## config.mk

```make
export PLATFORM = sky130hd
export DESIGN_NAME = axis_video_pattern_gen
export DESIGN_NICKNAME = d
export VERILOG_FILES = /design/src/rtl/axis_video_pattern_gen.sv
export SDC_FILE = /design/constraint.sdc
export NUM_CORES = 1
export LEC_CHECK = 0
export CAP_MARGIN = 20
export CELL_PAD_IN_SITES_DETAIL_PLACEMENT = 0
export CELL_PAD_IN_SITES_GLOBAL_PLACEMENT = 2
export CORE_MARGIN = 3
export CORE_UTILIZATION = 38
export DETAILED_ROUTE_END_ITERATION = 6
export PLACE_DENSITY = 0.91
export SYNTH_ARGS = -nofsm -noshare
export SYNTH_HDL_FRONTEND = slang
export SYNTH_SLANG_ARGS = --single-unit
```

## constraint.sdc

```tcl
create_clock -name clk -period 12 [get_ports clk]
set_input_delay 1.2 -clock clk [delete_from_list [all_inputs] [get_ports clk]]
set_output_delay 1.2 -clock clk [all_outputs]
set_load 0.05 [all_outputs]
```

## src/rtl/axis_video_pattern_gen.sv

```systemverilog
// AXI4-Stream video test-pattern source: solid colour, ramp, colour bars and checkerboard.
// Optional macro AXIS_VIDEO_PATGEN_BLANK_EN adds cfg_blank and an inter-line BLANK state.
module axis_video_pattern_gen #(
  parameter int PIXEL_PER_CLK  = 1,
  parameter int BITS_PER_PIXEL = 32,
  parameter int MAX_DIM        = 4096,
  parameter int BAR_SHIFT      = 7
) (
  input  logic                                    clk,
  input  logic                                    rst,
  input  logic                                    enable,
  input  logic [1:0]                              mode,
  input  logic [15:0]                             cfg_width,
  input  logic [15:0]                             cfg_height,
  input  logic [BITS_PER_PIXEL-1:0]               solid_color,
`ifdef AXIS_VIDEO_PATGEN_BLANK_EN
  input  logic [7:0]                              cfg_blank,
`endif
  output logic                                    frame_done,
  output logic                                    busy,
  output logic                                    cfg_error,
  output logic [BITS_PER_PIXEL*PIXEL_PER_CLK-1:0] m_axis_video_out_tdata,
  output logic                                    m_axis_video_out_tvalid,
  output logic                                    m_axis_video_out_tlast,
  output logic                                    m_axis_video_out_tuser,
  input  logic                                    m_axis_video_out_tready
);
  localparam int          DW       = BITS_PER_PIXEL * PIXEL_PER_CLK;
  localparam logic [15:0] PPC      = 16'(PIXEL_PER_CLK);
  localparam logic [15:0] PPC_MASK = 16'(PIXEL_PER_CLK - 1);
  localparam logic [15:0] MAX_D    = 16'(MAX_DIM);

  typedef enum logic [1:0] {
    IDLE   = 2'd0,
`ifdef AXIS_VIDEO_PATGEN_BLANK_EN
    BLANK  = 2'd2,
`endif
    ACTIVE = 2'd1
  } state_e;

  function automatic logic [BITS_PER_PIXEL-1:0] pixel_f(input logic [1:0] m, input logic [15:0] x,
                                                         input logic y4,
                                                         input logic [BITS_PER_PIXEL-1:0] color);
    logic [23:0] rgb;
    logic [2:0]  bar;
    bar = 3'(x >> BAR_SHIFT);
    rgb = 24'h000000;
    case (m)
      2'd1: rgb = {3{x[7:0]}};
      2'd2: begin
        case (bar)
          3'd0:    rgb = 24'hFFFFFF;
          3'd1:    rgb = 24'hFFFF00;
          3'd2:    rgb = 24'h00FFFF;
          3'd3:    rgb = 24'h00FF00;
          3'd4:    rgb = 24'hFF00FF;
          3'd5:    rgb = 24'hFF0000;
          3'd6:    rgb = 24'h0000FF;
          default: rgb = 24'h000000;
        endcase
      end
      2'd3:    rgb = (x[4] ^ y4) ? 24'hFFFFFF : 24'h000000;
      default: rgb = 24'h000000;
    endcase
    return (m == 2'd0) ? color : BITS_PER_PIXEL'(rgb);
  endfunction

  // Lane i carries pixel x+i, lowest x in the least significant lane
  function automatic logic [DW-1:0] beat_f(input logic [1:0] m, input logic [15:0] x, input logic y4,
                                           input logic [BITS_PER_PIXEL-1:0] color);
    logic [DW-1:0] d;
    d = '0;
    for (int i = 0; i < PIXEL_PER_CLK; i++) begin
      d[i*BITS_PER_PIXEL +: BITS_PER_PIXEL] = pixel_f(m, x + 16'(i), y4, color);
    end
    return d;
  endfunction

  state_e                    state_q, state_d;
  logic [15:0]               x_q, x_d, y_q, y_d;
  logic [1:0]                mode_q, mode_d;
  logic [15:0]               width_q, width_d, height_q, height_d;
  logic [BITS_PER_PIXEL-1:0] color_q, color_d;
`ifdef AXIS_VIDEO_PATGEN_BLANK_EN
  logic [7:0]                blank_q, blank_d, blank_cnt_q, blank_cnt_d;
`endif
  logic [DW-1:0]             tdata_q, tdata_d;
  logic                      tvalid_q, tvalid_d, tlast_q, tlast_d, tuser_q, tuser_d;
  logic                      done_q, done_d, busy_q, busy_d, cfg_err_q, cfg_err_d;
  logic                      cfg_legal_s, hs_s, last_line_s;

  assign cfg_legal_s = (cfg_width != 16'd0) && (cfg_height != 16'd0) && (cfg_width <= MAX_D) &&
                       (cfg_height <= MAX_D) && ((cfg_width & PPC_MASK) == 16'd0);
  assign hs_s        = tvalid_q && m_axis_video_out_tready;
  assign last_line_s = (y_q == (height_q - 16'd1));

  // FSM state register
  always_ff @(posedge clk or posedge rst) begin
    if (rst) begin
      state_q <= IDLE;
    end else begin
      state_q <= state_d;
    end
  end

  // FSM next-state logic
  always_comb begin
    state_d = state_q;
    case (state_q)
      IDLE: begin
        if (enable && cfg_legal_s) state_d = ACTIVE;
        else                       state_d = IDLE;
      end
      ACTIVE: begin
        if (hs_s && tlast_q) begin
          if (last_line_s)          state_d = IDLE;
`ifdef AXIS_VIDEO_PATGEN_BLANK_EN
          else if (blank_q != 8'd0) state_d = BLANK;
`endif
          else                      state_d = ACTIVE;
        end else begin
          state_d = ACTIVE;
        end
      end
`ifdef AXIS_VIDEO_PATGEN_BLANK_EN
      BLANK: begin
        if (blank_cnt_q == 8'd1) state_d = ACTIVE;
        else                     state_d = BLANK;
      end
`endif
      default: state_d = IDLE;
    endcase
  end

  // FSM outputs and datapath next values; configuration tracks the inputs only while idle
  always_comb begin
    mode_d   = mode_q;
    width_d  = width_q;
    height_d = height_q;
    color_d  = color_q;
    x_d      = x_q;
    y_d      = y_q;
`ifdef AXIS_VIDEO_PATGEN_BLANK_EN
    blank_d  = blank_q;
    if (state_q == ACTIVE)     blank_cnt_d = blank_q;
    else if (state_q == BLANK) blank_cnt_d = blank_cnt_q - 8'd1;
    else                       blank_cnt_d = blank_cnt_q;
`endif
    if (state_q == IDLE) begin
      mode_d   = mode;
      width_d  = cfg_width;
      height_d = cfg_height;
      color_d  = solid_color;
`ifdef AXIS_VIDEO_PATGEN_BLANK_EN
      blank_d  = cfg_blank;
`endif
      x_d      = 16'd0;
      y_d      = 16'd0;
    end else if ((state_q == ACTIVE) && hs_s) begin
      if (tlast_q) begin
        x_d = 16'd0;
        y_d = last_line_s ? 16'd0 : (y_q + 16'd1);
      end else begin
        x_d = x_q + PPC;
        y_d = y_q;
      end
    end else begin
      x_d = x_q;
      y_d = y_q;
    end
    tvalid_d  = (state_d == ACTIVE);
    busy_d    = (state_d != IDLE);
    tuser_d   = tvalid_d && (x_d == 16'd0) && (y_d == 16'd0);
    tlast_d   = tvalid_d && (x_d == (width_d - PPC));
    tdata_d   = busy_d ? beat_f(mode_d, x_d, y_d[4], color_d) : '0;
    done_d    = (state_q == ACTIVE) && hs_s && tlast_q && last_line_s;
    cfg_err_d = (state_d == IDLE) && !cfg_legal_s;
  end

  // Datapath and output registers
  always_ff @(posedge clk or posedge rst) begin
    if (rst) begin
      x_q         <= 16'd0;
      y_q         <= 16'd0;
      mode_q      <= 2'd0;
      width_q     <= 16'd0;
      height_q    <= 16'd0;
      color_q     <= '0;
`ifdef AXIS_VIDEO_PATGEN_BLANK_EN
      blank_q     <= 8'd0;
      blank_cnt_q <= 8'd0;
`endif
      tdata_q     <= '0;
      tvalid_q    <= 1'b0;
      tlast_q     <= 1'b0;
      tuser_q     <= 1'b0;
      done_q      <= 1'b0;
      busy_q      <= 1'b0;
      cfg_err_q   <= 1'b0;
    end else begin
      x_q         <= x_d;
      y_q         <= y_d;
      mode_q      <= mode_d;
      width_q     <= width_d;
      height_q    <= height_d;
      color_q     <= color_d;
`ifdef AXIS_VIDEO_PATGEN_BLANK_EN
      blank_q     <= blank_d;
      blank_cnt_q <= blank_cnt_d;
`endif
      tdata_q     <= tdata_d;
      tvalid_q    <= tvalid_d;
      tlast_q     <= tlast_d;
      tuser_q     <= tuser_d;
      done_q      <= done_d;
      busy_q      <= busy_d;
      cfg_err_q   <= cfg_err_d;
    end
  end

  assign m_axis_video_out_tdata  = tdata_q;
  assign m_axis_video_out_tvalid = tvalid_q;
  assign m_axis_video_out_tlast  = tlast_q;
  assign m_axis_video_out_tuser  = tuser_q;
  assign frame_done              = done_q;
  assign busy                    = busy_q;
  assign cfg_error               = cfg_err_q;
endmodule

```

==> results.sh <==
export IMPL_max_stage_delay_ns=0.89
export IMPL_yosys_area_top_type_share_pct=45.8
export IMPL_die_w_um=145
export IMPL_start_kind="flip-flop"
export IMPL_cts_sinks=135
export IMPL_ys_ff_latch=135
export IMPL_r2r_start="busy$_DFF_PP0_"
export IMPL_finalCriticalPeriod_ns=4.12
export IMPL_syn_area_per_cell_um2=10.3
export IMPL_area_growth_syn_to_layout_pct=25.3
export IMPL_cts_made_buffers=17
export IMPL_dpl_cell_area_um2=8620
export IMPL_gp_congestion=0.851
export IMPL_cp_slowest_cell="nor4_1"
export IMPL_arrival_ns=4.43
export IMPL_nets=885
export IMPL_clock_latency_ns=0.41
export IMPL_ys_flop_type="dfrtp_1"
export IMPL_crit_path_end_kind="flip-flop"
export IMPL_finalHoldViolations=0
export IMPL_num_rows=50
export IMPL_cts_resized=0
export IMPL_synth_seq_area_share_pct=45.8
export IMPL_setup_worst_path_start="busy$_DFF_PP0_"
export IMPL_dieArea_um2=21100
export IMPL_postCtsSetupBuffers=0
export IMPL_coreArea_um2=18900
export IMPL_io_pins=108
export IMPL_final_max_slew_viol_count=0
export IMPL_required_ns=12.31
export IMPL_cts_root_buffer="clkbuf_16"
export IMPL_routed_via_density=5.23
export IMPL_synth_edf_count=0
export IMPL_rsz0062_at_grt="false"
export IMPL_path_class="reg -> reg"
export IMPL_io_buffers=107
export IMPL_synth_cell_type_count=74
export IMPL_ir_worst_vdd_mv=0.0862
export IMPL_cts_tree="done"
export IMPL_fin_setup_tns_ns=0
export IMPL_postCtsHoldBufs=0
export IMPL_ant_nets=0
export IMPL_route_detailed_wl_per_inst_um=16.9
export IMPL_synth_area_top_cells="dfrtp_1 (46%), mux2_2 (8.4%), xnor2_1 (6.2%)"
export IMPL_p_total_mw=1.23
export IMPL_yosys_warnings=0
export IMPL_die_y_um=145
export IMPL_setup_violations_final=0
export IMPL_grt_max_degree=75
export IMPL_grt_first_pass_wirelength_um=30000
export IMPL_grt_pass1_vias=5757
export IMPL_setup_slack_ns=7.88
export IMPL_dp_worst_setup_slack_ns=7.65
export IMPL_syn_area_um2=7370
export IMPL_yosysTopAreaCell="dfrtp_1"
export IMPL_timing_fmax_mhz=243
export IMPL_drt_initial_drc_count=334
export IMPL_grt_use_total_pct=17.4
export IMPL_vias=5674
export IMPL_power_density_nw_per_um2=133
export IMPL_fin_skew_ns=0.00802
export IMPL_synth_fp_nets=790
export IMPL_cts_buffer_depth=2
export IMPL_worstPathCellList="buf_4, nand4_1, nor4_1, nand4_1, xor2_1, nor2_1, nor4_1, nand4b_1, a211oi_1"
export IMPL_drive_above_1_share_pct=14.7
export IMPL_stdcell_area_um2=9240
export IMPL_start_util_pct=39.0
export IMPL_place_hpwl_um=13100
export IMPL_max_slew_margin_pct=28.8
export IMPL_antenna_found_initial=0
export IMPL_wl_um=18300
export IMPL_tightestPinTransition_ns=1.06
export IMPL_clk_pin_slew_ns=0.06
export IMPL_leakagePower_nw=3.73
export IMPL_syn_inst=716
export IMPL_holdCritStartpoint="color_q[27]$_DFF_PP0_"
export IMPL_globalRoute_totalOverflow=0
export IMPL_cts_max_level=4
export IMPL_status="complete, no violations"
export IMPL_diodes=0
export IMPL_drv_cap=0
export IMPL_cp_max_fo=73
export IMPL_post_route_drc_count=0
export IMPL_fin_crit_sh_pct=34.3
export IMPL_hold_path_class="reg -> reg"
export IMPL_synthArstFlopShare_pct=100
export IMPL_first_pass_iters=4
[worst max-delay path, delay by kind of cell, from the launching register on]
family,cells,cell delay [ns]
buffers and inverters,1,0.75
DFF,1,0.68
and+or+nand+nor,6,2.14
xor gates and xnor gates,1,0.17
AOI/OAI and AO/OA,1,0.22
[path summary, 6_finish.rpt]
check                      slack [ns]                                to  cells past startpoint
setup / recovery                 7.88  m_axis_video_out_tuser$_DFF_PP0_                      9
hold / removal                   0.49             color_q[27]$_DFF_PP0_                      1
setup reg to reg                 7.88  m_axis_video_out_tuser$_DFF_PP0_                      9
hold reg to reg                  0.49             color_q[27]$_DFF_PP0_                      1
max in group asynchronous        9.47              width_q[2]$_DFF_PP0_                      3
min in group asynchronous        1.26          height_q[14]$_DFFE_PP0N_                      2
[layout make-up]
type | count | area (um^2)
clock buffer | 20 | 457
clock inverter | 12 | 166
tap | 260 | 325
fill | 1747 | 9650
multi-input combinational | 518 | 3700
timing repair buffer | 111 | 1100
inverter | 28 | 110
sequential | 135 | 3380
[cells in the mapped netlist (5+ instances only)]
cell type / instances
dfrtp_1: 135
mux2_2: 55
xnor2_1: 52
nor2_1: 49
nand2_1: 44
o21ai_0: 36
nor3_1: 34
inv_1: 27
xor2_1: 25
clkbuf_1: 23
nand3_1: 23
nor4_1: 19
a21oi_1: 16
mux2i_1: 15
nor3b_1: 12
nand4_1: 11
a21o_1: 9
and3_1: 8
a31oi_1: 7
and2_1: 5
nor2b_1: 5
nor3b_2: 5
or3_1: 5
[cells in the final DEF, fill, tap and decap left out, types with 4 or more instances in the layout]
cell type and n:
o21ai_0 36, inv_1 26, xnor2_1 52, buf_4 4, clkbuf_16 17, a21oi_1 16
inv_6 5, nor2b_1 5, nand4_1 11, or3_1 5, ha_1 4, a31oi_1 7
nand2b_1 4, nor4_1 19, nor3b_1 12, o31ai_1 4, nor3b_2 5, clkdlybuf4s50_1 107
nand2_1 44, nor2_1 49, mux2_2 55, mux2i_1 14, and2_1 5, a21o_1 9
dfrtp_1 134, xor2_1 25, nor3_1 34, nand3_1 23, and3_1 8, o21a_1 4
[state kept, by name, summed over array words and instances, names as in the netlist, 2 cells and up]
| signal | cells |
|---|---|
| color_q | 32 |
| m_axis_video_out_tdata | 32 |
| height_q | 16 |
| width_q | 16 |
| x_q | 16 |
| y_q | 16 |
| mode_q | 2 |
[metrics by stage]
step	utilization, %	hold WS, ns	std cells
6_report	48.9	0.489	1084
3_5_place_dp	45.6	0.477	1052
3_3_place_gp	45.6	0.472	1052
2_1_floorplan	-	0.450	716
5_1_grt	48.9	0.502	1084
4_1_cts	48.9	0.492	1084
[where the power goes]
group | internal (mW) | switching, mW
clock | 0.342 | 0.206
combinational | 0.0808 | 0.101
sequential | 0.481 | 0.0185
[per-layer routing]
metal / routed length (um) / GRT usage [%] / vias up
li1: - / - / 2758
met1: 8530 / 23.7 / 2781
met2: 8860 / 28.6 / 124
met3: 732 / 4.18 / 11
met4: 145 / 3.51 / 0
met5: 0 / 0 / -
[logic make-up after synthesis]
family	after synthesis	synth area share, %
adders and majority gates	4	0.679
AOI/OAI and AO/OA	110	9.98
xor gates and xnor gates	78	9.45
muxes	71	10.7
and+or+nand+nor	255	19.3
DFF	135	45.8
buffers and inverters	63	4.04
Note: power is estimated with default switching activity, not from simulation.
